$ cat config.mk
export PLATFORM = sky130hd
export DESIGN_NAME = fp_add_arbiter
export DESIGN_NICKNAME = d
export VERILOG_FILES = /design/src/rtl/softmax_pkg.sv /design/src/rtl/fp_add_arbiter_rr_pick.sv /design/src/rtl/fp_add_arbiter.sv
export SDC_FILE = /design/constraint.sdc
export NUM_CORES = 1
export LEC_CHECK = 0
export ABC_AREA = 1
export CAP_MARGIN = 20
export CORE_AREA = 2 2 158 160
export CTS_CLUSTER_DIAMETER = 200
export DETAILED_ROUTE_END_ITERATION = 12
export DIE_AREA = 0 0 160 162
export GPL_TIMING_DRIVEN = 0
export HOLD_SLACK_MARGIN = 0.15
export PLACE_DENSITY = 0.72
export SLEW_MARGIN = 40
export SYNTH_ARGS = -nofsm -noshare
export SYNTH_HDL_FRONTEND = slang
export SYNTH_SLANG_ARGS = --single-unit
$ cat constraint.sdc
create_clock -name Clock -period 2.49 [get_ports Clock]
set_input_delay 0.747 -clock Clock [delete_from_list [all_inputs] [get_ports Clock]]
set_output_delay 0.747 -clock Clock [all_outputs]
set_load 0.005 [all_outputs]
$ cat src/rtl/softmax_pkg.sv
// Shared definitions for the softmax datapath: operand width and the
// state encoding of the floating-point adder arbiter.
package softmax_pkg;

  localparam int unsigned DATALENGTH = 32;

  typedef enum logic [2:0] {
    ARB_IDLE   = 3'd0,
    ARB_SEND_A = 3'd1,
    ARB_SEND_B = 3'd2,
    ARB_WAIT_Z = 3'd3,
    ARB_RESP   = 3'd4
  } arb_state_e;

endpackage

$ cat src/rtl/fp_add_arbiter_rr_pick.sv
// Combinational round-robin picker: the search begins one past the
// pointer (wrapping) and the first set request bit wins.
module rr_pick #(
  parameter int unsigned NREQ = 4,
  parameter int unsigned IDXW = $clog2(NREQ)
) (
  input  logic [NREQ-1:0] req_i,
  input  logic [IDXW-1:0] ptr_i,
  output logic [IDXW-1:0] idx_o,
  output logic            valid_o
);

  // Walk NREQ candidates starting at ptr+1; the pointer itself is checked last.
  always_comb begin
    int unsigned cand;
    idx_o   = '0;
    valid_o = 1'b0;
    cand    = 0;
    for (int unsigned i = 1; i <= NREQ; i++) begin
      cand = (int'(ptr_i) + i) % NREQ;
      if (!valid_o && req_i[IDXW'(cand)]) begin
        valid_o = 1'b1;
        idx_o   = IDXW'(cand);
      end
    end
  end

endmodule

$ cat src/rtl/fp_add_arbiter.sv
// Shares one floating-point adder between NREQ requesters. One request is
// served at a time: operands are latched at the grant, pushed through the
// adder's A/B/Z handshakes, and the sum is returned with a one-cycle Done.
module fp_add_arbiter #(
  parameter int unsigned DATALENGTH = softmax_pkg::DATALENGTH,
  parameter int unsigned NREQ       = 4,
  parameter int unsigned IDXW       = $clog2(NREQ)
) (
  input  logic                       Clock,
  input  logic                       Reset,
  input  logic [NREQ-1:0]            Req,
  input  logic [NREQ*DATALENGTH-1:0] OpA,
  input  logic [NREQ*DATALENGTH-1:0] OpB,
  output logic [NREQ-1:0]            Gnt,
  output logic [NREQ-1:0]            Done,
  output logic [DATALENGTH-1:0]      Result,
  output logic                       Busy,
  output logic [DATALENGTH-1:0]      AddA,
  output logic [DATALENGTH-1:0]      AddB,
  output logic                       AStb,
  output logic                       BStb,
  input  logic                       AAck,
  input  logic                       BAck,
  input  logic [DATALENGTH-1:0]      ZIn,
  input  logic                       ZStb,
  output logic                       ZAck
);
  import softmax_pkg::*;

  arb_state_e            state_q;
  logic [IDXW-1:0]       ptr_q;
  logic [IDXW-1:0]       gnt_idx_q;
  logic [NREQ-1:0]       gnt_q;
  logic [NREQ-1:0]       done_q;
  logic [DATALENGTH-1:0] result_q;
  logic [DATALENGTH-1:0] add_a_q;
  logic [DATALENGTH-1:0] add_b_q;

  logic [IDXW-1:0]       pick_idx;
  logic                  pick_valid;
  logic [DATALENGTH-1:0] sel_a;
  logic [DATALENGTH-1:0] sel_b;

  rr_pick #(
    .NREQ (NREQ),
    .IDXW (IDXW)
  ) u_pick (
    .req_i   (Req),
    .ptr_i   (ptr_q),
    .idx_o   (pick_idx),
    .valid_o (pick_valid)
  );

  // Select the winning requester's operand slices for capture at the grant edge.
  always_comb begin
    sel_a = '0;
    sel_b = '0;
    for (int unsigned i = 0; i < NREQ; i++) begin
      if (pick_idx == IDXW'(i)) begin
        sel_a = OpA[i*DATALENGTH +: DATALENGTH];
        sel_b = OpB[i*DATALENGTH +: DATALENGTH];
      end
    end
  end

  // Arbitration and adder handshake sequencing; Done is a one-cycle pulse in RESP.
  always_ff @(posedge Clock) begin
    if (Reset) begin
      state_q   <= ARB_IDLE;
      ptr_q     <= IDXW'(NREQ - 1);
      gnt_idx_q <= '0;
      gnt_q     <= '0;
      done_q    <= '0;
      result_q  <= '0;
      add_a_q   <= '0;
      add_b_q   <= '0;
    end else begin
      done_q <= '0;
      case (state_q)
        ARB_IDLE: begin
          if (pick_valid) begin
            gnt_idx_q <= pick_idx;
            gnt_q     <= NREQ'(1) << pick_idx;
            add_a_q   <= sel_a;
            add_b_q   <= sel_b;
            state_q   <= ARB_SEND_A;
          end
        end
        ARB_SEND_A: begin
          if (AStb && AAck) state_q <= ARB_SEND_B;
        end
        ARB_SEND_B: begin
          if (BStb && BAck) state_q <= ARB_WAIT_Z;
        end
        ARB_WAIT_Z: begin
          if (ZStb && ZAck) begin
            result_q <= ZIn;
            done_q   <= gnt_q;
            state_q  <= ARB_RESP;
          end
        end
        ARB_RESP: begin
          gnt_q   <= '0;
          ptr_q   <= gnt_idx_q;
          state_q <= ARB_IDLE;
        end
        default: state_q <= ARB_IDLE;
      endcase
    end
  end

  assign Gnt    = gnt_q;
  assign Done   = done_q;
  assign Result = result_q;
  assign AddA   = add_a_q;
  assign AddB   = add_b_q;
  assign Busy   = (state_q != ARB_IDLE);
  assign AStb   = (state_q == ARB_SEND_A);
  assign BStb   = (state_q == ARB_SEND_B);
  assign ZAck   = (state_q == ARB_WAIT_Z);

endmodule

==> impl_metrics.py <==
metrics = {
    "clocking": {
        "clk_pin_slew_worst_paths_ns": 0.09,
        "cts.path.max_buffers": 2,
        "cts_tree": "built",
        "cts_made_buffers": 9,
        "insertion_delay_ns": 0.36,
        "cts.sinks": 111,
        "root_buffer": "clkbuf_16",
        "htree_num_levels": 3,
    },
    "timing": {
        "worst_slew_pin_slew_ns": 0.664,
        "fmax_ghz": 0.422,
        "final_max_slew_viol_count": 0,
        "finalSetupViolCount": 0,
        "fin_crit_sh": 0.952,
        "hold_violations": 0,
        "maxSlewHeadroom": 0.557,
        "post-route-min-period_ns": 2.37,
        "tns_ns": 0,
        "fin_skew_ns": 0.0109,
    },
    "floorplan": {
        "core_area_um2": 24100,
        "dieArea_um2": 25900,
        "initial_core_util": 0.259,
        "die_h_um": 162,
        "fp-row-count": 57,
        "die_w_um": 160,
        "io-pin-count": 405,
    },
    "critical_path": {
        "worstPathRequired_ns": 1.74,
        "path_cells": "inv_1, nor3_4, clkbuf_8, clkdlybuf4s50_1",
        "critPathKind": "flop to output port",
        "critPathMaxFanout": 3,
        "rr_worst_depth": 14,
        "critPathLaunchType": "flop",
        "crit_buf_inv": 3,
        "crit_path_max_incr_delay_ns": 0.49,
        "crit_family": "buffers and inverters",
        "critPathCaptureType": "output port",
        "slowest_stage": "clkdlybuf4s50_1",
        "crit_arrival_ns": 1.62,
        "cp.depth": 4,
    },
    "run_status": {
        "status": "complete, no violations",
    },
    "power": {
        "internal_power_mw": 5.14,
        "p_comb_frac": 0.542,
        "seq_power_share": 0.281,
        "power_switching_mw": 3.54,
        "swShare": 0.408,
        "vdd_drop_max_v": 0.000336,
        "p_clk_frac": 0.177,
        "power.leakage_nw": 4.73,
        "powerDensity_nw_per_um2": 769,
    },
    "finish": {
        "area_growth_pct": 80.8,
        "multiInputGateArea_um2": 3530,
        "drive_gt1_frac": 0.0816,
        "fill_cells": 2541,
        "nNetsFinal": 1750,
        "design_area_um2": 11300,
        "final-seq-area_um2": 2220,
        "layout_commonest_cell": "clkdlybuf4s50_1",
        "final_cell_mix": "397 x clkdlybuf4s50_1, 352 x nand2_1, 155 x nor2_1, 109 x dfxtp_1, 102 x a21oi_1",
    },
    "hold_path": {
        "hold_class": "flop to flop",
        "hold_depth": 2,
    },
    "drt": {
        "final_antenna_net_count": 0,
        "route.detailed.drc": 0,
        "wl_mm": 31.2,
        "viasPerCell": 4.69,
        "wl_per_cell_um": 17.5,
        "drt_pass1_iterations": 5,
        "dr.first_iter.drc_count": 559,
        "vias": 8354,
    },
    "global_route": {
        "grt_pass1_wl_mm": 45.9,
        "antenna_found_initial": 1,
        "grt_overflow_total": 0,
        "grt_use_total": 0.229,
        "grt_max_degree": 22,
        "grt_pass1_vias": 8151,
    },
    "synth": {
        "synthCells": 1029,
        "yosys.cell_types.count": 25,
        "synth-xor-area-share": 0,
        "ys_seq_area_frac": 0.356,
        "synth_top_family_by_area": "simple AND/OR/NAND/NOR gates",
        "syn_nets": 1326,
        "synthMuxAreaShare": 0,
        "yosysWarnings": 0,
        "synth_area_um2": 6230,
        "avgSynthCellArea_um2": 6.06,
        "synth_compound_area_frac": 0.143,
        "synth-seq-cells": 111,
        "synth_fa_ha_area_frac": 0,
        "yosys.area_share.simple": 0.411,
    },
    "place": {
        "port_buffers": 403,
        "routabilityCongestion": 0.908,
        "dp_hpwl_mm": 24.1,
        "dpl_cell_area_um2": 10700,
    },
    "run": {
        "cap_violations": 0,
    },
}
## sequential cells by signal, summed over array words and instances, names as in the netlist
| signal | flops |
|---|---|
| AddA | 32 |
| AddB | 32 |
| Done | 4 |
| Gnt | 4 |
| Result | 32 |
| gnt_idx_q | 2 |
| ptr_q | 2 |
| state_q | 3 |
## worst min-delay path: stages (launching register included)
cell	delay, ns
dfxtp_1	0.34
inv_1	0.06
nor2_1	0.04
## final timing paths
path | endpoint | slack [ns] | start
setup / recovery | ZAck | 0.12 | state_q[0]$_SDFFE_PP0P_
hold / removal | Done[3]$_SDFF_PP0_ | 0.46 | Gnt[3]$_SDFFE_PP0P_
setup reg to reg | AddB[0]$_SDFFE_PP0P_ | 0.30 | ptr_q[0]$_SDFFE_PP1P_
hold reg to reg | Done[3]$_SDFF_PP0_ | 0.46 | Gnt[3]$_SDFFE_PP0P_
## through the flow
step	instances	total power [mW]	utilization	setup WS, ns	hold slack [ns]
2_1_floorplan	1029	4.73	-	0.322	0.438
3_3_place_gp	1756	6.89	0.443	-0.646	0.441
3_5_place_dp	1756	6.96	0.443	-0.730	0.438
4_1_cts	1781	8.70	0.465	0.00226	0.457
5_1_grt	1783	9.32	0.468	-0.000500	0.479
6_report	1783	8.67	0.468	0.119	0.458
## synth_stat cells
master / number / area share
clkbuf_1: 29 / 0.017
nor3_1: 3 / 0.0024
nor2_1: 157 / 0.095
buf_6: 7 / 0.013
nand2_1: 357 / 0.21
inv_1: 37 / 0.022
clkbuf_2: 1 / 0.00080
or2_2: 3 / 0.0030
nand2_4: 3 / 0.0054
nor2_2: 2 / 0.0020
o211ai_1: 3 / 0.0036
inv_6: 1 / 0.0014
buf_2: 33 / 0.026
buf_4: 4 / 0.0048
nand4_2: 1 / 0.0020
nor2_4: 3 / 0.0054
inv_4: 1 / 0.0010
o21ai_0: 67 / 0.054
inv_2: 4 / 0.0024
dfxtp_1: 111 / 0.36
a21boi_1: 1 / 0.0012
a21oi_1: 105 / 0.084
nand4_1: 17 / 0.017
nand2_2: 6 / 0.0060
nand3_1: 73 / 0.059
## routing by layer
layer  vias up  track usage  part of all wire
li1       4144            -                 -
met1      3770        0.263              0.40
met2       395        0.407              0.49
met3        45       0.0695             0.089
met4         0       0.0799             0.026
met5         -            0                 0
## power by group through the flow
| stage | registers [mW] | clock network [mW] | logic [mW] |
|---|---|---|---|
| floorplan | 2.48 | 0 | 2.25 |
| global placement | 2.45 | 0 | 4.44 |
| detailed placement | 2.47 | 0 | 4.49 |
| CTS | 2.43 | 1.57 | 4.70 |
| global route | 2.49 | 1.62 | 5.21 |
| finish | 2.44 | 1.53 | 4.70 |
## cells by family after synthesis
group / Yosys count
buffers and inverters: 117
AOI/OAI and AO/OA: 176
and+or+nand+nor: 625
DFF: 111
## what timing repair did
action | CTS | global route
hold buffers | 0 | 0
resized for setup | 50 | 18
buffers inserted | 9 | 1
gates cloned | 0 | 0
pin swaps | 6 | 12
endpoints found under the setup margin | 69 | 70
## cell type report
cell class,instances,share of cell area
clock buffer,9,0.0200
multi-input combinational,801,0.313
timing repair buffer,413,0.367
buffer,74,0.0447
clock inverter,7,0.00732
inverter,43,0.0150
antenna,1,0.000222
tap,324,0.0360
sequential,111,0.197
No activity file was read; power rests on OpenSTA's default activity.
